File: src/rtl/mmio_bridge.sv
// mmio_bridge: routes processor data accesses to RAM or a bank of output, switch and counter registers
// with a uniform one-cycle read latency.
module mmio_bridge #(
  parameter int                ADDR_W          = 12,
  parameter int                DATA_W          = 32,
  parameter logic [ADDR_W-1:0] MMIO_BASE       = 12'hF00,
  parameter int                NUM_OUT         = 4,
  parameter int                NUM_SW          = 5,
  parameter int                DEBOUNCE_CYCLES = 16
) (
  input  logic                      clock,
  input  logic                      reset,
  input  logic [ADDR_W-1:0]         cpu_addr,
  input  logic [DATA_W-1:0]         cpu_wdata,
  input  logic                      cpu_wren,
  input  logic                      cpu_rden,
  output logic [DATA_W-1:0]         cpu_rdata,
  output logic [ADDR_W-1:0]         ram_addr,
  output logic [DATA_W-1:0]         ram_wdata,
  output logic                      ram_wren,
  input  logic [DATA_W-1:0]         ram_rdata,
  input  logic [NUM_SW-1:0]         sw_in,
  output logic [NUM_OUT*DATA_W-1:0] out_regs,
  output logic [NUM_SW-1:0]         sw_state
);
  localparam int CW = $clog2(DEBOUNCE_CYCLES + 1);
  localparam logic [ADDR_W-1:0] A_SW   = ADDR_W'(NUM_OUT);
  localparam logic [ADDR_W-1:0] A_EDGE = ADDR_W'(NUM_OUT + 1);
  localparam logic [ADDR_W-1:0] A_CYC  = ADDR_W'(NUM_OUT + 2);

  logic              w_is_mmio;
  logic [ADDR_W-1:0] w_off;
  logic [DATA_W-1:0] w_mmio_rd;
  logic [NUM_SW-1:0] w_flip, w_rise;
  logic              w_clr;
  logic [DATA_W-1:0] r_out [NUM_OUT];
  logic [NUM_SW-1:0] r_s1, r_s2, r_sw, r_edge;
  logic [CW-1:0]     r_cnt [NUM_SW];
  logic [DATA_W-1:0] r_cyc, r_rd;
  logic              r_sel_mmio;

  assign w_is_mmio = cpu_addr >= MMIO_BASE;
  assign w_off     = cpu_addr - MMIO_BASE;
  assign ram_addr  = cpu_addr;
  assign ram_wdata = cpu_wdata;
  assign ram_wren  = cpu_wren && !w_is_mmio;
  assign cpu_rdata = r_sel_mmio ? r_rd : ram_rdata;
  assign sw_state  = r_sw;
  assign w_clr     = cpu_rden && w_is_mmio && w_off == A_EDGE;
  assign w_rise    = w_flip & ~r_sw;

  for (genvar g = 0; g < NUM_OUT; g++) begin : g_out
    assign out_regs[g*DATA_W +: DATA_W] = r_out[g];
  end

  // A bit flips on the cycle its counter would reach DEBOUNCE_CYCLES, giving 2+DEBOUNCE_CYCLES latency.
  for (genvar b = 0; b < NUM_SW; b++) begin : g_flip
    assign w_flip[b] = r_s2[b] != r_sw[b] && r_cnt[b] == CW'(DEBOUNCE_CYCLES - 1);
  end

  always_comb begin
    w_mmio_rd = '0;
    for (int i = 0; i < NUM_OUT; i++)
      if (w_off == ADDR_W'(i)) w_mmio_rd = r_out[i];
    if (w_off == A_SW)   w_mmio_rd = DATA_W'(r_sw);
    if (w_off == A_EDGE) w_mmio_rd = DATA_W'(r_edge);
    if (w_off == A_CYC)  w_mmio_rd = r_cyc;
  end

  always_ff @(posedge clock or negedge reset) begin
    if (!reset) begin
      for (int i = 0; i < NUM_OUT; i++) r_out[i] <= '0;
      for (int i = 0; i < NUM_SW; i++) r_cnt[i] <= '0;
      r_s1       <= '0;
      r_s2       <= '0;
      r_sw       <= '0;
      r_edge     <= '0;
      r_cyc      <= '0;
      r_rd       <= '0;
      r_sel_mmio <= 1'b0;
    end else begin
      for (int i = 0; i < NUM_OUT; i++)
        if (cpu_wren && w_is_mmio && w_off == ADDR_W'(i)) r_out[i] <= cpu_wdata;
      for (int i = 0; i < NUM_SW; i++)
        r_cnt[i] <= (r_s2[i] == r_sw[i] || w_flip[i]) ? '0 : r_cnt[i] + CW'(1);
      r_s1       <= sw_in;
      r_s2       <= r_s1;
      r_sw       <= r_sw ^ w_flip;
      r_edge     <= (w_clr ? '0 : r_edge) | w_rise;
      r_cyc      <= r_cyc + DATA_W'(1);
      r_rd       <= w_mmio_rd;
      r_sel_mmio <= w_is_mmio;
    end
  end
endmodule

File: config.mk
export PLATFORM = sky130hd
export DESIGN_NAME = mmio_bridge
export DESIGN_NICKNAME = d
export VERILOG_FILES = /design/src/rtl/mmio_bridge.sv
export SDC_FILE = /design/constraint.sdc
export NUM_CORES = 1
export LEC_CHECK = 0
export BUFFER_PORTS_ARGS = -buffer_cell sky130_fd_sc_hd__buf_2
export CORE_MARGIN = 4
export CORE_UTILIZATION = 35
export DETAILED_ROUTE_END_ITERATION = 10
export PLACE_DENSITY = 0.62
export SYNTH_ARGS = -nofsm -noshare
export SYNTH_HDL_FRONTEND = slang
export SYNTH_SLANG_ARGS = --single-unit
File: constraint.sdc
create_clock -name clock -period 1.69 [get_ports clock]
set_input_delay 0.169 -clock clock [delete_from_list [all_inputs] [get_ports clock]]
set_output_delay 0.169 -clock clock [all_outputs]
set_load 0.03 [all_outputs]
==> After elaboration in Yosys (flattened, before gate mapping) <==
Index checks and enable logic that the tools add are counted.
W data, S select, Z words.
{ "totals": {"reg_bits": 238, "input_bits": 85, "output_inout_bits": 210, "word_cells": 83} }
{ "classes": {"addsub": 7, "n_lt_le_gt_ge": 1, "n_eq_ne": 21, "n_mux": 14, "bitwise_logic": 4, "n_reduce_logical": 20} }
{ "op_table": {"columns": ["cell", "n"], "rows": [
  ["$mux W32", 8],
  ["$eq A12 B3 Y1 const B", 3],
  ["$add A32 B1 Y32 const B", 1],
  ["$mux W5", 6],
  ["$add A5 B1 Y5 const B", 5],
  ["$eq A5 B4 Y1 const B", 5],
  ["$eq A12 B2 Y1 const B", 2],
  ["$logic_and A1 B1 Y1", 13],
  ["$eq A12 B1 Y1 const B", 1],
  ["$ge A12 B12 Y1 const B", 1],
  ["$logic_not A12 Y1", 1],
  ["$sub A12 B12 Y12 const B", 1],
  ["$and A5 B5 Y5", 1],
  ["$eq A1 B1 Y1", 5],
  ["$logic_or A1 B1 Y1", 5],
  ["$ne A1 B1 Y1", 5],
  ["$not A5 Y5", 1],
  ["$or A5 B5 Y5", 1],
  ["$xor A5 B5 Y5", 1],
  ["$logic_not A1 Y1", 1]
]} }

==> Logic depth before layout (Yosys ltp) <==
{ "logic_depth": {"depth_word": 9, "depth_mapped": 7, "ltp_nobuf": 5} }

==> Least setup slack after synthesis <==
Ideal clock, no wire load.
{ "synth_path": {"kind": "input-to-reg", "startpoint": "input port cpu_addr[4]", "endpoint": "register r_out (netlist bit out_regs[24])", "setup_ps": 125, "arrival_time_ps": 1914, "required_time_ps": 1565, "setup_slack_ps": -348, "cell_stages": 5, "n_path_buf": 1, "path_cell_list": "or4_1 > or3_4 > nor4b_4 > buf_6 > mux2_2"} }
{ "synth_via": {"elab_chain_len": 3, "word_cells_on_any_way": 5, "classes_between": "add/sub: 1; order compare: 1; reduce/logical: 3"} }
{ "synth_rtl": {"columns": ["element", "line", "rtl"], "rows": [
  ["start: declaration", "13", "input logic [ADDR_W-1:0] cpu_addr,"],
  ["$sub A12 B12 Y12 / $ge A12 B12 Y1 (equally long branches)", "43, 42", null],
  ["$logic_not A12 Y1 / $logic_and A1 B1 Y1 (equally long branches)", "83", "if (cpu_wren && w_is_mmio && w_off == ADDR_W'(i)) r_out[i] <= cpu_wdata;"],
  ["$logic_and A1 B1 Y1 (*)", "83", null],
  ["end signal: indexed assignment", "83", null],
  ["end: declaration", "36", "logic [DATA_W-1:0] r_out [NUM_OUT];"]
]} }
Every way passes the cells marked *; elsewhere a longest branch is shown, timed or not.
A chain may end at the register's enable or synchronous reset.

==> Final worst setup path <==
{ "layout_path": {"startpoint": "register r_sel_mmio", "endpoint": "output port cpu_rdata[7]"} }
{ "layout_via": {"elab_chain_len": 1} }
{ "layout_rtl": {"columns": ["element", "line", "rtl"], "rows": [
  ["start: declaration", "40", "logic r_sel_mmio;"],
  ["start signal: assignment", "92", "r_sel_mmio <= w_is_mmio;"],
  ["$mux W32", "47", "assign cpu_rdata = r_sel_mmio ? r_rd : ram_rdata;"],
  ["end: declaration", "17", "output logic [DATA_W-1:0] cpu_rdata,"]
]} }
Every way passes these cells.

==> impl_metrics.json <==
{
  "status": "finished, violations left",
  "violations": "negative setup slack",
  "arrival_ns": 1.68,
  "grt_max_degree": 63,
  "slew_violations": 0,
  "synth-simple-area-share_pct": 6.93,
  "period_needed_ns": 1.85,
  "worstSetupPathType": "reg2out",
  "cts_tree": "yes",
  "startpoint": "r_sel_mmio$_DFF_PN0_",
  "diodes": 0,
  "cts_sinks": 238,
  "power.density_nw_per_um2": 876,
  "finalSetupViolations": 85,
  "switching_share_pct": 22.7,
  "synth.area.top_cells": "dfrtp_1, mux2_2, mux4_2",
  "hold_viol_final": 0,
  "hp-class": "in2reg",
  "routed_wl_um": 30200,
  "synth_cells": 781,
  "gp_congestion": 0.788,
  "via_per_inst": 4.89,
  "rows": 63,
  "route.vias.total": 7491,
  "pwr-share-seq_pct": 45.5,
  "place_inst": 1437,
  "ios": 295,
  "drtIter0Drc": 333,
  "clk_pin_slew_ns": 0.06,
  "dpl.hpwl_um": 20500,
  "gr-total-overflow": 0,
  "intPower_mw": 9.85,
  "h-tree-depth": 1,
  "crit_path_start_kind": "flip-flop",
  "power_switching_mw": 2.90,
  "drc_errors": 0,
  "clk_path_buf_depth": 3,
  "worstPathMaxFanout": 26,
  "clk_latency_ns": 0.52,
  "clock_skew_ns": 0.00813,
  "synth_xor_area_share_pct": 3.66,
  "synthArstFlopShare_pct": 100,
  "finalWorstSetupSlack_ns": -0.160,
  "die_area_um2": 33600,
  "p_leak_nw": 7.36,
  "synth_cell_types": 38,
  "r2r_start": "r_cyc[4]$_DFF_PN0_",
  "fin_cells": 1532,
  "ys.flop_type": "dfrtp_1",
  "synth_mux_area_share_pct": 23.3,
  "slew_headroom_pct": 63.6,
  "synth_compound_area_share_pct": 3.94,
  "ys_ff_latch": 238,
  "yosysMostFrequentCell": "dfrtp_1",
  "tightest_slew_ns": 0.546,
  "numCtsBuffers": 26,
  "synth_area_per_cell_um2": 13.8,
  "root_buffer": "clkbuf_16",
  "whs_ns": 0.101,
  "syn-cell-area_um2": 10800,
  "worstSetupEndpointType": "primary output",
  "core_area_um2": 30000,
  "wl_per_cell_um": 19.7,
  "synth_common_cells": "dfrtp_1, mux2_2, buf_4, nor2_1, a22o_1",
  "worstPathRequired_ns": 1.52,
  "yosysWarnings": 0,
  "fin_util_pct": 48.6,
  "final_nets": 1220,
  "min_period_over_period_pct": 109,
  "fp.dieH_um": 183,
  "antenna_found_initial": 0,
  "yosys.area.top_type_share_pct": 55.4,
  "drive_gt1_share_pct": 51.8,
  "grt_pass1_vias": 7937,
  "track_usage_pct": 16.9,
  "synthAdderAreaFrac_pct": 1.28,
  "clkPwrFrac_pct": 46.1,
  "combPwrFrac_pct": 8.4,
  "first_pass_iters": 4,
  "min-delay-start": "cpu_rden",
  "max-vdd-ir-drop_mv": 0.650,
  "area_growth_pct": 35.3,
  "portBuffers": 294,
  "yosysTopAreaCell": "dfrtp_1",
  "synth_edf_count": 0,
  "drv_cap": 0,
  "ant_nets": 0,
  "syn-num-nets": 877,
  "fillers": 2689,
  "grt_pass1_wl_um": 44900,
  "rsz0062_at_grt": "true",
  "synth_top_family_by_area": "multiplexers",
  "yosysSeqAreaShare_pct": 55.4,
  "die_w_um": 183,
  "start_util_pct": 35.9,
  "fmax_ghz": 0.540
}
cell families (layout without fill, tap and decap cells):
family / after synthesis / count (layout)
xor+xnor: 45 / 45
flops: 238 / 238
compound gates: 55 / 55
mux: 194 / 194
buf+inv: 95 / 456
simple gates: 143 / 143
fa+ha+maj: 11 / 11
worst paths after layout:
| kind | end | slack [ns] | depth (start not counted) |
|---|---|---|---|
| min reg2reg | r_s2[0]$_DFF_PN0_ | 0.35 | 0 |
| max reg2reg | r_cyc[29]$_DFF_PN0_ | 0.11 | 5 |
| min in group asynchronous | out_regs[71]$_DFFE_PN0P_ | 0.17 | 2 |
| max in group asynchronous | out_regs[52]$_DFFE_PN0P_ | 0.79 | 3 |
| max | cpu_rdata[7] | -0.16 | 3 |
| min | r_edge[3]$_DFF_PN0_ | 0.10 | 4 |
registers in the layout, summed over array words and instances (netlist names), named ones only:
signal,count
out_regs,128
r_cnt,25
r_cyc,32
r_edge,5
r_rd,32
r_s1,5
r_s2,5
r_sel_mmio,1
area by class of cell:
| type | count | area [um^2] | area share [%] |
|---|---|---|---|
| clock buffer | 41 | 798 | 5.49 |
| clock inverter | 5 | 100 | 0.688 |
| inverter | 18 | 67.6 | 0.464 |
| multi-input combinational | 448 | 4450 | 30.6 |
| sequential | 238 | 5960 | 40.9 |
| tap | 390 | 488 | 3.35 |
| timing repair buffer | 392 | 2690 | 18.5 |
per-stage QoR:
| step | worst slack (ns) | setup TNS, ns | area, um^2 | total power, mW |
|---|---|---|---|---|
| 2_1_floorplan | -0.348 | -38.87 | 10800 | 6.46 |
| 4_1_cts | -0.199 | -5.44 | 14100 | 12.9 |
| 3_5_place_dp | -0.532 | -77.80 | 12800 | 6.88 |
| 3_3_place_gp | -0.496 | -72.54 | 12800 | 6.86 |
| 5_1_grt | -0.211 | -11.44 | 14500 | 13.3 |
| 6_report | -0.160 | -8.07 | 14500 | 12.7 |
what timing repair did:
item | 4_1_cts | 5_1_grt
pin swaps | 0 | 7
endpoints found under the hold margin | 215 | 0
setup endpoints to repair | 32 | 51
resized for setup | 26 | 68
hold buffers | 39 | 0
buffers inserted | 0 | 6
cloned | 0 | 4
power by group through the flow:
stage          clock network (mW)  registers [mW]  logic (mW)
4_1_cts                      6.06            5.80        1.08
3_5_place_dp                    0            5.90       0.981
2_1_floorplan                   0            5.92       0.540
6_report                     5.88            5.80        1.07
5_1_grt                      6.29            5.80        1.17
3_3_place_gp                    0            5.89       0.970
per-layer routing:
metal	GRT usage [%]	up-vias	part of all wire, %
li1	-	3436	-
met1	22.5	3782	43
met2	28.7	234	49
met3	3.27	39	5.9
met4	3.99	0	2.0
met5	0	-	0
worst max-delay path: stages, from the launching register on:
cell and delay, ns:
dfrtp_2 0.39, buf_12 0.19, mux2_2 0.36, buf_4 0.17
placed cells by master (no fill, tap or decap), types with 4 or more instances in the layout:
master / netlist / final
buf_2: 3 / 265
dfrtp_1: 238 / 237
mux2_2: 151 / 101
buf_4: 56 / 62
mux2_4: 0 / 57
nor2_1: 41 / 40
dlygate4sd3_1: 0 / 39
clkbuf_16: 0 / 31
a22o_1: 30 / 30
mux4_2: 29 / 29
xnor2_1: 28 / 28
nand2_1: 21 / 21
nand3_1: 22 / 20
inv_1: 18 / 18
xor2_1: 17 / 17
buf_12: 0 / 17
nand4_1: 13 / 13
nand2b_1: 10 / 10
ha_1: 11 / 10
and3_1: 9 / 9
a21oi_1: 7 / 7
nor3_1: 7 / 7
clkbuf_8: 0 / 7
clkbuf_1: 9 / 7
o2bb2ai_1: 6 / 6
nor2_4: 3 / 5
mux2i_1: 5 / 5
o21ai_0: 5 / 5
a211oi_1: 4 / 4
and2_1: 4 / 4
(Power assumes the default switching activity.)
